### src/rtl/ac97_pkg.sv
//==============================================================================
// Module      : ac97_pkg
// Description : Shared AC97 register addresses, scheduler states and the
//               volume/source data-word mappings.
// Revision    : 1.0 - initial release
//==============================================================================
`default_nettype none

package ac97_pkg;

    localparam logic [7:0] AC97_MASTER_VOL = 8'h02;
    localparam logic [7:0] AC97_HP_VOL     = 8'h04;
    localparam logic [7:0] AC97_MIC_VOL    = 8'h0E;
    localparam logic [7:0] AC97_PCM_VOL    = 8'h18;
    localparam logic [7:0] AC97_REC_SEL    = 8'h1A;
    localparam logic [7:0] AC97_REC_GAIN   = 8'h1C;

    localparam int INIT_LEN = 6;

    typedef enum logic [2:0] {
        WAIT_READY = 3'd0,
        INIT       = 3'd1,
        ISSUE      = 3'd2,
        NEXT       = 3'd3,
        IDLE       = 3'd4
    } state_t;

    // Codec attenuation runs opposite to the user volume; volume 0 also sets mute.
    function automatic logic [15:0] vol_map(input logic [4:0] vol);
        logic [4:0] atten;
        atten = 5'd31 - vol;
        return {(vol == 5'd0), 2'b00, atten, 3'b000, atten};
    endfunction

    function automatic logic [15:0] src_map(input logic [2:0] src);
        return {5'b00000, src, 5'b00000, src};
    endfunction

endpackage

`default_nettype wire

### src/rtl/ac97_cmd_scheduler_if.sv
//==============================================================================
// Module      : ac97_cmd_scheduler_if
// Description : Command handshake between the scheduler (master) and the
//               AC97 datapath command slots (slave).
// Revision    : 1.0 - initial release
//==============================================================================
`default_nettype none

interface ac97_cmd_scheduler_if;
    logic [7:0]  cmd_addr;
    logic [15:0] cmd_data;
    logic        cmd_valid;
    logic        cmd_latched;

    modport master (
        output cmd_addr,
        output cmd_data,
        output cmd_valid,
        input  cmd_latched
    );

    modport slave (
        input  cmd_addr,
        input  cmd_data,
        input  cmd_valid,
        output cmd_latched
    );
endinterface

`default_nettype wire

### src/rtl/ac97_init_rom.sv
//==============================================================================
// Module      : ac97_init_rom
// Description : Combinational power-up init table; volume and source entries
//               take their data words from the live maps.
// Revision    : 1.0 - initial release
//==============================================================================
`default_nettype none

module ac97_init_rom
    import ac97_pkg::*;
(
    input  logic [2:0]  idx,
    input  logic [15:0] vol_data,
    input  logic [15:0] src_data,
    output logic [7:0]  addr,
    output logic [15:0] data
);

    always_comb begin
        addr = 8'h00;
        data = 16'h0000;
        case (idx)
            3'd0: begin addr = AC97_MASTER_VOL; data = vol_data;  end
            3'd1: begin addr = AC97_HP_VOL;     data = vol_data;  end
            3'd2: begin addr = AC97_PCM_VOL;    data = 16'h0808;  end
            3'd3: begin addr = AC97_REC_SEL;    data = src_data;  end
            3'd4: begin addr = AC97_REC_GAIN;   data = 16'h0F0F;  end
            3'd5: begin addr = AC97_MIC_VOL;    data = 16'h0008;  end
            default: begin addr = 8'h00;        data = 16'h0000;  end
        endcase
    end

endmodule

`default_nettype wire

### src/rtl/ac97_cmd_scheduler.sv
//==============================================================================
// Module      : ac97_cmd_scheduler
// Description : Waits for codec ready, plays the init table, then arbitrates
//               volume/source writes onto the single command path.
//               AC97_VOL_RAMP_EN: run-mode volume moves one atten step per pair.
// Revision    : 1.0 - initial release
//==============================================================================
`default_nettype none

module ac97_cmd_scheduler
    import ac97_pkg::*;
#(
    parameter int READY_HOLD = 256,
    parameter int TIMEOUT    = 8192,
    parameter int MAX_RETRY  = 2
) (
    input  logic                  clk,
    input  logic                  n_reset,
    input  logic                  ac97_ready_sig,
    input  logic [4:0]            volume,
    input  logic [2:0]            source,
    ac97_cmd_scheduler_if.master  cmd,
    output logic                  init_done,
    output logic                  busy,
    output logic                  err_timeout
);

    localparam int c_CNT_W = $clog2(READY_HOLD + 1);
    localparam int c_TMR_W = $clog2(TIMEOUT + 1);
    localparam int c_RTY_W = $clog2(MAX_RETRY + 2);
    localparam logic [c_CNT_W-1:0] c_HOLD_LAST = c_CNT_W'(READY_HOLD - 1);
    localparam logic [c_TMR_W-1:0] c_TMR_LAST  = c_TMR_W'(TIMEOUT - 1);
    localparam logic [c_RTY_W-1:0] c_RTY_MAX   = c_RTY_W'(MAX_RETRY);
    localparam logic [2:0]         c_IDX_LAST  = 3'(INIT_LEN - 1);

    state_t               r_state;
    logic [c_CNT_W-1:0]   r_ready_cnt;
    logic [c_TMR_W-1:0]   r_timer;
    logic [c_RTY_W-1:0]   r_retries;
    logic [2:0]           r_idx;
    logic [7:0]           r_cmd_addr;
    logic [15:0]          r_cmd_data;
    logic                 r_cmd_valid;
    logic                 r_init_done;
    logic                 r_err_timeout;
    logic                 r_vol_second;
    logic [4:0]           r_vol_s1, r_vol_sync, r_shadow_vol, r_cap_vol;
    logic [2:0]           r_src_s1, r_src_sync, r_shadow_src, r_cap_src;
    logic [4:0]           w_vol_step;
    logic [7:0]           w_rom_addr;
    logic [15:0]          w_rom_data;
    logic                 w_pv, w_ps;

    always_ff @(posedge clk or negedge n_reset) begin
        if (!n_reset) begin
            r_vol_s1   <= 5'd0;
            r_vol_sync <= 5'd0;
            r_src_s1   <= 3'd0;
            r_src_sync <= 3'd0;
        end else begin
            r_vol_s1   <= volume;
            r_vol_sync <= r_vol_s1;
            r_src_s1   <= source;
            r_src_sync <= r_src_s1;
        end
    end

`ifdef AC97_VOL_RAMP_EN
    assign w_vol_step = (r_vol_sync > r_shadow_vol) ? (r_shadow_vol + 5'd1)
                                                    : (r_shadow_vol - 5'd1);
`else
    assign w_vol_step = r_vol_sync;
`endif

    assign w_pv = (r_vol_sync != r_shadow_vol);
    assign w_ps = (r_src_sync != r_shadow_src);

    ac97_init_rom u_init_rom (
        .idx      (r_idx),
        .vol_data (vol_map(r_vol_sync)),
        .src_data (src_map(r_src_sync)),
        .addr     (w_rom_addr),
        .data     (w_rom_data)
    );

    always_ff @(posedge clk or negedge n_reset) begin
        if (!n_reset) begin
            r_state       <= WAIT_READY;
            r_ready_cnt   <= '0;
            r_timer       <= '0;
            r_retries     <= '0;
            r_idx         <= 3'd0;
            r_cmd_addr    <= 8'h00;
            r_cmd_data    <= 16'h0000;
            r_cmd_valid   <= 1'b0;
            r_init_done   <= 1'b0;
            r_err_timeout <= 1'b0;
            r_vol_second  <= 1'b0;
            r_shadow_vol  <= 5'd0;
            r_shadow_src  <= 3'd0;
            r_cap_vol     <= 5'd0;
            r_cap_src     <= 3'd0;
        end else if (r_state != WAIT_READY && !ac97_ready_sig) begin
            // Codec went back into reset: abandon everything and re-init.
            r_state      <= WAIT_READY;
            r_ready_cnt  <= '0;
            r_timer      <= '0;
            r_retries    <= '0;
            r_cmd_valid  <= 1'b0;
            r_init_done  <= 1'b0;
            r_vol_second <= 1'b0;
        end else begin
            case (r_state)
                WAIT_READY: begin
                    if (!ac97_ready_sig) begin
                        r_ready_cnt <= '0;
                    end else if (r_ready_cnt == c_HOLD_LAST) begin
                        r_ready_cnt <= '0;
                        r_idx       <= 3'd0;
                        r_state     <= INIT;
                    end else begin
                        r_ready_cnt <= r_ready_cnt + 1'b1;
                    end
                end

                INIT: begin
                    r_cmd_addr  <= w_rom_addr;
                    r_cmd_data  <= w_rom_data;
                    r_cap_vol   <= r_vol_sync;
                    r_cap_src   <= r_src_sync;
                    r_cmd_valid <= 1'b1;
                    r_timer     <= '0;
                    r_retries   <= '0;
                    r_state     <= ISSUE;
                end

                ISSUE: begin
                    if (cmd.cmd_latched) begin
                        r_cmd_valid <= 1'b0;
                        r_state     <= NEXT;
                        if (r_cmd_addr == AC97_MASTER_VOL || r_cmd_addr == AC97_HP_VOL)
                            r_shadow_vol <= r_cap_vol;
                        if (r_cmd_addr == AC97_REC_SEL)
                            r_shadow_src <= r_cap_src;
                    end else if (r_timer == c_TMR_LAST) begin
                        r_timer <= '0;
                        if (r_retries < c_RTY_MAX) begin
                            r_retries <= r_retries + 1'b1;
                        end else begin
                            r_err_timeout <= 1'b1;
                            r_cmd_valid   <= 1'b0;
                            r_state       <= NEXT;
                        end
                    end else begin
                        r_timer <= r_timer + 1'b1;
                    end
                end

                NEXT: begin
                    if (!r_init_done) begin
                        if (r_idx == c_IDX_LAST) begin
                            r_init_done <= 1'b1;
                            r_state     <= IDLE;
                        end else begin
                            r_idx   <= r_idx + 3'd1;
                            r_state <= INIT;
                        end
                    end else begin
                        r_state <= IDLE;
                    end
                end

                IDLE: begin
                    // A volume pair is never split by a source write.
                    if (r_vol_second) begin
                        r_cmd_addr   <= AC97_HP_VOL;
                        r_cmd_data   <= vol_map(r_cap_vol);
                        r_vol_second <= 1'b0;
                        r_cmd_valid  <= 1'b1;
                        r_timer      <= '0;
                        r_retries    <= '0;
                        r_state      <= ISSUE;
                    end else if (w_pv) begin
                        r_cap_vol    <= w_vol_step;
                        r_cmd_addr   <= AC97_MASTER_VOL;
                        r_cmd_data   <= vol_map(w_vol_step);
                        r_vol_second <= 1'b1;
                        r_cmd_valid  <= 1'b1;
                        r_timer      <= '0;
                        r_retries    <= '0;
                        r_state      <= ISSUE;
                    end else if (w_ps) begin
                        r_cap_src    <= r_src_sync;
                        r_cmd_addr   <= AC97_REC_SEL;
                        r_cmd_data   <= src_map(r_src_sync);
                        r_cmd_valid  <= 1'b1;
                        r_timer      <= '0;
                        r_retries    <= '0;
                        r_state      <= ISSUE;
                    end
                end

                default: r_state <= WAIT_READY;
            endcase
        end
    end

    assign cmd.cmd_addr  = r_cmd_addr;
    assign cmd.cmd_data  = r_cmd_data;
    assign cmd.cmd_valid = r_cmd_valid;
    assign init_done     = r_init_done;
    assign err_timeout   = r_err_timeout;
    assign busy          = (r_state != IDLE);

endmodule

`default_nettype wire
### src/flat_wrapper.sv
// flat-port wrapper written by rule: the top's interface ports become plain ports
module ac97_cmd_scheduler_flat import ac97_pkg::*;
#(
    parameter int READY_HOLD = 256,
    parameter int TIMEOUT    = 8192,
    parameter int MAX_RETRY  = 2
)
  (clk, n_reset, ac97_ready_sig, volume, source, init_done, busy, err_timeout, cmd_cmd_addr, cmd_cmd_data, cmd_cmd_valid, cmd_cmd_latched);
  ac97_cmd_scheduler_if cmd_i ();
  input  logic clk;
  input  logic n_reset;
  input  logic ac97_ready_sig;
  input  logic [4:0] volume;
  input  logic [2:0] source;
  output logic init_done;
  output logic busy;
  output logic err_timeout;
  output wire logic [$bits(cmd_i.cmd_addr)-1:0] cmd_cmd_addr;
  output wire logic [$bits(cmd_i.cmd_data)-1:0] cmd_cmd_data;
  output wire logic [$bits(cmd_i.cmd_valid)-1:0] cmd_cmd_valid;
  input wire logic [$bits(cmd_i.cmd_latched)-1:0] cmd_cmd_latched;
  assign cmd_cmd_addr = cmd_i.cmd_addr;
  assign cmd_cmd_data = cmd_i.cmd_data;
  assign cmd_cmd_valid = cmd_i.cmd_valid;
  assign cmd_i.cmd_latched = cmd_cmd_latched;
  ac97_cmd_scheduler #(.READY_HOLD(READY_HOLD), .TIMEOUT(TIMEOUT), .MAX_RETRY(MAX_RETRY)) u_core (.clk(clk), .n_reset(n_reset), .ac97_ready_sig(ac97_ready_sig), .volume(volume), .source(source), .cmd(cmd_i), .init_done(init_done), .busy(busy), .err_timeout(err_timeout));
endmodule
### config.mk
export PLATFORM = sky130hd
export DESIGN_NAME = ac97_cmd_scheduler_flat
export DESIGN_NICKNAME = d
export VERILOG_FILES = /design/src/rtl/ac97_pkg.sv /design/src/rtl/ac97_cmd_scheduler_if.sv /design/src/rtl/ac97_init_rom.sv /design/src/rtl/ac97_cmd_scheduler.sv /design/src/flat_wrapper.sv
export SDC_FILE = /design/constraint.sdc
export NUM_CORES = 1
export LEC_CHECK = 0
export CAP_MARGIN = 5
export CORE_UTILIZATION = 50
export DETAILED_ROUTE_END_ITERATION = 12
export GPL_TIMING_DRIVEN = 0
export PLACE_DENSITY = 0.79
export SYNTH_ARGS = -nofsm -noshare
export SYNTH_HDL_FRONTEND = slang
export SYNTH_SLANG_ARGS = --single-unit
### constraint.sdc
create_clock -name clk -period 3.2 [get_ports clk]
set_input_delay 0.32 -clock clk [delete_from_list [all_inputs] [get_ports clk]]
set_output_delay 0.32 -clock clk [all_outputs]
set_load 0.05 [all_outputs]
### Yosys cells after proc, flatten, opt, wreduce, memory -nomap -nowiden

Index checks and enable logic that the tools add are counted.

| storage, ports and cells | value |
|---|---|
| bits in registers | 91 |
| output and inout bits | 28 |

| cells by class | value |
|---|---|
| add/sub/neg operators | 6 |
| $lt $le $gt $ge | 1 |
| equal/unequal tests | 34 |
| multiplexer cells | 69 |
| bitwise gates (word level) | 3 |
| reduce and logical (&&, ||, !) cells | 26 |

Operators with widths:

| operator | count |
|---|---|
| $mux 14 | 6 |
| $pmux 16 s5 | 1 |
| $mux 3 | 18 |
| $mux 16 | 3 |
| $pmux 14 s3 | 1 |
| $mux 9 | 4 |
| $pmux 16 s2 | 1 |
| $pmux 5 s6 | 1 |
| $mux 8 | 3 |
| $reduce_and 5->1 | 4 |
| $pmux 8 s2 | 1 |
| $reduce_and 4->1 | 4 |
| $mux 1 | 15 |
| $pmux 3 s5 | 1 |
| $add 14x1->14 const B | 1 |
| $eq 14x13->1 const B | 1 |
| $mux 2 | 7 |
| $eq 3x2->1 const B | 4 |
| $pmux 3 s2 | 2 |
| $logic_not 5->1 | 2 |
| $mux 5 | 2 |
| $ne 2x2->1 const B | 5 |
| $pmux 5 s2 | 1 |
| $reduce_bool 2->1 | 5 |
| other kinds (33) | 46 |

### Longest topological paths before layout

| logic depth | value |
|---|---|
| depth after elaboration | 6 |
| depth in mapped cells | 8 |
| gate-level depth less buffers | 7 |

### By module

Synthesis repeated with hierarchy kept, for this count alone.

| unflattened totals | value |
|---|---|
| cells, all modules | 486 |
| area total of the unflattened synthesis | 4745.8 um^2 |

By module, submodules not included:

| module | times used | cells each | area an instance (um^2) | seq. area each (um^2) |
|---|---|---|---|---|
| ac97_cmd_scheduler | 1 | 423 | 4349.2 | 2277.2 |
| ac97_init_rom | 1 | 63 | 396.6 | 0.0 |

### Worst setup path before layout

Ideal clock, no wire load.

| timing | value |
|---|---|
| path type | register to register |
| start | reg u_core.r_idx[2] |
| end | reg u_core.r_cmd_addr[1], in the netlist u_core.cmd.cmd_addr[1] |
| setup time | 0.125 ns |
| arrival | 1.953 ns |
| required time | 3.075 ns |
| setup slack | 1.122 ns |
| stages on the path, launching flop included | 7 |
| period minus slack after synthesis | 2.078 ns |
| path through | dfrtp_1 -> clkbuf_1 -> inv_1 -> ha_1 -> o41ai_1 -> o21ai_0 -> mux2_2 |

| between the ends | value |
|---|---|
| word-level cells in the longest chain between the ends | 3 |
| elaborated cells between the ends (all ways) | 8 |
| those cells by class | eq/ne (5); mux (2); reduce/logical (1) |

RTL lines:

| item | RTL line | source |
|---|---|---|
| start, declared | ac97_cmd_scheduler.sv:40 | `logic [2:0] r_idx;` |
| start signal, assigned | ac97_cmd_scheduler.sv:165 | `r_idx <= r_idx + 3'd1;` |
| $eq 3x3->1 (tied with other cells) | ac97_init_rom.sv:22 | `case (idx)` |
| $pmux 5 s6 (*) | ac97_init_rom.sv:22 |  |
| $pmux 8 s2 (*) | ac97_cmd_scheduler.sv:113 | `case (r_state)` |
| end signal, assigned | ac97_cmd_scheduler.sv:127 | `r_cmd_addr <= w_rom_addr;` |
| end, declared | ac97_cmd_scheduler.sv:41 | `logic [7:0] r_cmd_addr;` |

Mark *: on every way between the ends. The rest lies on a longest branch, timed or not.
A chain may end at the register's enable or synchronous reset.

### Worst setup path after layout

Ends and elaborated chain as after synthesis.

==> metrics.md <==
| Metric | Value |
|---|---|
| Combinational share of power | `~14%` |
| Final WL | `roughly 8.7 mm` |
| DR WL/cell | `15.7 um` |
| Port Buf Inserts | `30` |
| Worst min path class | `register to register` |
| Die area | `around 8500 um^2` |
| Crit path time final | `roughly 2.5 ns` |
| Core ar. | `a little under 8000 um^2` |
| Net Sw Frac | `26.2%` |
| Antenna violations before repair | `0` |
| Pin count of the biggest net entering global routing | `62` |
| Synth area leaders | `dfrtp_1 (48%), mux2_2 (6.6%), o21ai_0 (3.3%), xnor2_1 (2.8%), nor2_1 (2.6%)` |
| First-pass GRT wire length | `15.0 mm` |
| Setup crit start kind | `register` |
| Final hold violation count | `0` |
| Clock Power Share | `38.6%` |
| Initial core utilization | `around 52%` |
| P&R area growth vs syn | `17.9%` |
| Tot GR Track Use | `about 22%` |
| Num CTS Buffers | `9` |
| Switching component of the power | `just under 0.0006 W` |
| Post-synthesis sequential area ratio | `a little under half` |
| Status | `complete, no violations` |
| Cell Area, Synth | `4080 um^2` |
| Crit Path Class | `register to register` |
| Via density per instance | `around 6` |
| Via Count | `about 3200` |
| Die W | `92.4 um` |
| Skew final | `approximately 0.0078 ns` |
| CTS tree | `done` |
| Setup Viol. Count Final | `0` |
| Pwr dens | `around 470 nW/um^2` |
| Finished Layout Cells | `552` |
| Final Wtd Congestion | `approximately 0.88` |
| Post-DP HPWL | `between 6 and 7 mm` |
| Vias in the first global route | `3184` |
| Initial DRC count | `approximately 180` |
| Arrival time of the worst setup path | `roughly 2.8 ns` |
| Post-DP Area | `roughly 4600 um^2` |
| Total global routing overflow | `0` |
| Final period utilization | `78.6%` |
| Placed insts | `around 540` |
| Slew Limit Headroom | `between 50% and 60%` |
| Post-synth EDFFs | `0` |
| Post-Syn Area per Cell | `around 10 um^2` |
| Sequential Power Share | `approximately 48%` |
| Nets | `roughly 460` |
| RSZ-0062 raised after global routing | `no` |
| Worst slew pin tran | `around 0.73 ns` |
| Clk root buf | `clkbuf_8` |
| Fmax | `0.398 GHz` |
| Diodes inserted | `0` |
| Syn Inst Count | `about 390` |
| Sequential Area | `1950 um^2` |
| Synth area leader | `dfrtp_1` |
| Share of cells above drive strength 1 | `14.9%` |
| Antenna-violating nets left | `0` |
| Final Cell Area | `slightly below 5000 um^2` |
| Synth warn | `0` |
| FP Rows | `32` |
| Synth cell count leaders | `dfrtp_1 (78), nor2_1 (28), o21ai_0 (27)` |
| Worst skew pair latency | `0.35 ns` |
| H-tree levels | `3` |
| Max FO, Critical Path | `10` |
| Ports | `40` |
| Primary FF master, synth | `dfrtp_1` |
| Pre-antenna DRT Iters | `4` |
| Reg2reg setup slack | `0.68 ns` |
| Area fraction of the dominant cell type after synthesis | `between 40% and 50%` |
| Synthesized flop and latch total | `around 80` |
| Cell internal pwr | `~0.0017 W` |
| Crit. End Element | `register` |
| Max-slew violation count | `0` |
| Static Leak | `2.12 nW` |
| Max VDD drop | `approximately 330 uV` |
| Most numerous cell in the Yosys netlist | `dfrtp_1` |
| Die H | `92.4 um` |
| Sink Count | `between 70 and 80` |
| Distinct cells, synth | `66` |
| Synth async-reset ratio | `100%` |
| Fill cells | `~630` |
| Residual DRC | `0` |
| # Post-CTS Setup Buffers | `0` |
| Area of the multi-input gates | `slightly below 2000 um^2` |
| CTS Buffer Depth | `2` |
| Max_cap viols | `0` |
| Clk slew on worst S/H paths | `about 0.080 ns` |
| Required @ worst endpoint | `3.44 ns` |
-- worst paths after layout --
check,to,cells after the start,from
min,u_core.r_vol_sync[4],0,u_core.r_vol_s1[4]
min reg2reg,u_core.r_vol_sync[4],0,u_core.r_vol_s1[4]
max in group asynchronous,u_core.r_retries[1],3,n_reset
max reg2reg,u_core.cmd.cmd_addr[1],6,u_core.r_idx[2]
max,u_core.cmd.cmd_addr[1],6,u_core.r_idx[2]
min in group asynchronous,u_core.r_timer[8],2,n_reset
-- registers in the layout (all words and copies together), names as in the netlist, 4 cells and up --
name and count:
u_core.cmd.cmd_addr 4, u_core.cmd.cmd_data 7, u_core.r_cap_vol 5, u_core.r_ready_cnt 9, u_core.r_shadow_vol 5, u_core.r_timer 14, u_core.r_vol_s1 5, u_core.r_vol_sync 5
-- repair_timing --
item                       CTS  global route
hold endpoints to repair    17             0
gates resized for setup      0             0
hold buffers                 1             0
setup endpoints to repair    0             0
-- power groups by stage --
stage          Sequential [W]  Clock, W  Combinational (W)
3_5_place_dp          0.00110         0           0.000312
6_report              0.00108  0.000877           0.000312
5_1_grt               0.00109  0.000926           0.000330
4_1_cts               0.00108  0.000892           0.000316
2_1_floorplan         0.00116         0           0.000135
3_3_place_gp          0.00110         0           0.000304
-- per-layer routing --
layer / wire (um) / track usage [%]
met5: 0 / 0
met4: 130 / 6.90
met3: 388 / 4.19
met2: 4270 / 37.6
met1: 3900 / 28.4
-- layout make-up --
| type | instances | share of cell area (%) |
|---|---|---|
| multi-input combinational | 290 | 40.8 |
| sequential | 78 | 40.5 |
| timing repair buffer | 32 | 6.96 |
| buffer | 25 | 3.38 |
| clock buffer | 11 | 2.73 |
| tap | 102 | 2.65 |
| clock inverter | 5 | 2.21 |
| inverter | 9 | 0.702 |
-- worst max-delay path: stages (launching register included) --
cell	delay, ns
dfrtp_1	0.39
clkbuf_1	0.35
inv_1	0.20
ha_1	0.31
o41ai_1	0.64
o21ai_0	0.22
mux2_2	0.29
-- stage by stage --
| step | setup WS [ns] | util [%] | hold WS, ns | power, W | TNS (ns) |
|---|---|---|---|---|---|
| 3_5_place_dp | 0.657 | 58.5 | 0.210 | 0.00141 | 0 |
| 4_1_cts | 0.683 | 61.7 | 0.348 | 0.00229 | 0 |
| 6_report | 0.685 | 61.7 | 0.345 | 0.00227 | 0 |
| 5_1_grt | 0.414 | 61.7 | 0.354 | 0.00235 | 0 |
| 3_3_place_gp | -0.821 | 58.2 | 0.332 | 0.00140 | -63.69 |
| 2_1_floorplan | 1.12 | - | 0.0244 | 0.00129 | 0 |
-- cell families (layout without fill, tap and decap cells) --
kind of cell	Yosys count	after routing	synth area share, %
and+or+nand+nor	138	138	18.8
AOI/OAI and AO/OA	96	96	16.2
DFF	78	78	47.8
buffers and inverters	34	82	4.81
muxes	26	26	7.11
xor gates and xnor gates	14	14	3.00
adders and majority gates	7	7	2.14
other	1	9	0.0918
-- layout by cell type, fill, tap and decap left out, types with 7 or more instances in the layout --
| cell type | synthesis | final |
|---|---|---|
| dfrtp_1 | 78 | 78 |
| clkdlybuf4s50_1 | 0 | 29 |
| nor2_1 | 28 | 28 |
| o21ai_0 | 27 | 27 |
| nand2_1 | 26 | 26 |
| mux2_2 | 24 | 24 |
| buf_4 | 13 | 14 |
| a21oi_1 | 13 | 13 |
| xnor2_1 | 13 | 13 |
| nor3_1 | 12 | 12 |
| and3_1 | 11 | 11 |
| nand3_1 | 10 | 10 |
| inv_1 | 9 | 9 |
| nand4_1 | 9 | 9 |
| conb_1 | 1 | 9 |
| clkbuf_8 | 0 | 9 |
| clkbuf_1 | 6 | 8 |
| o22a_1 | 8 | 8 |
| ha_1 | 7 | 7 |
No activity file was read; power rests on OpenSTA's default activity.
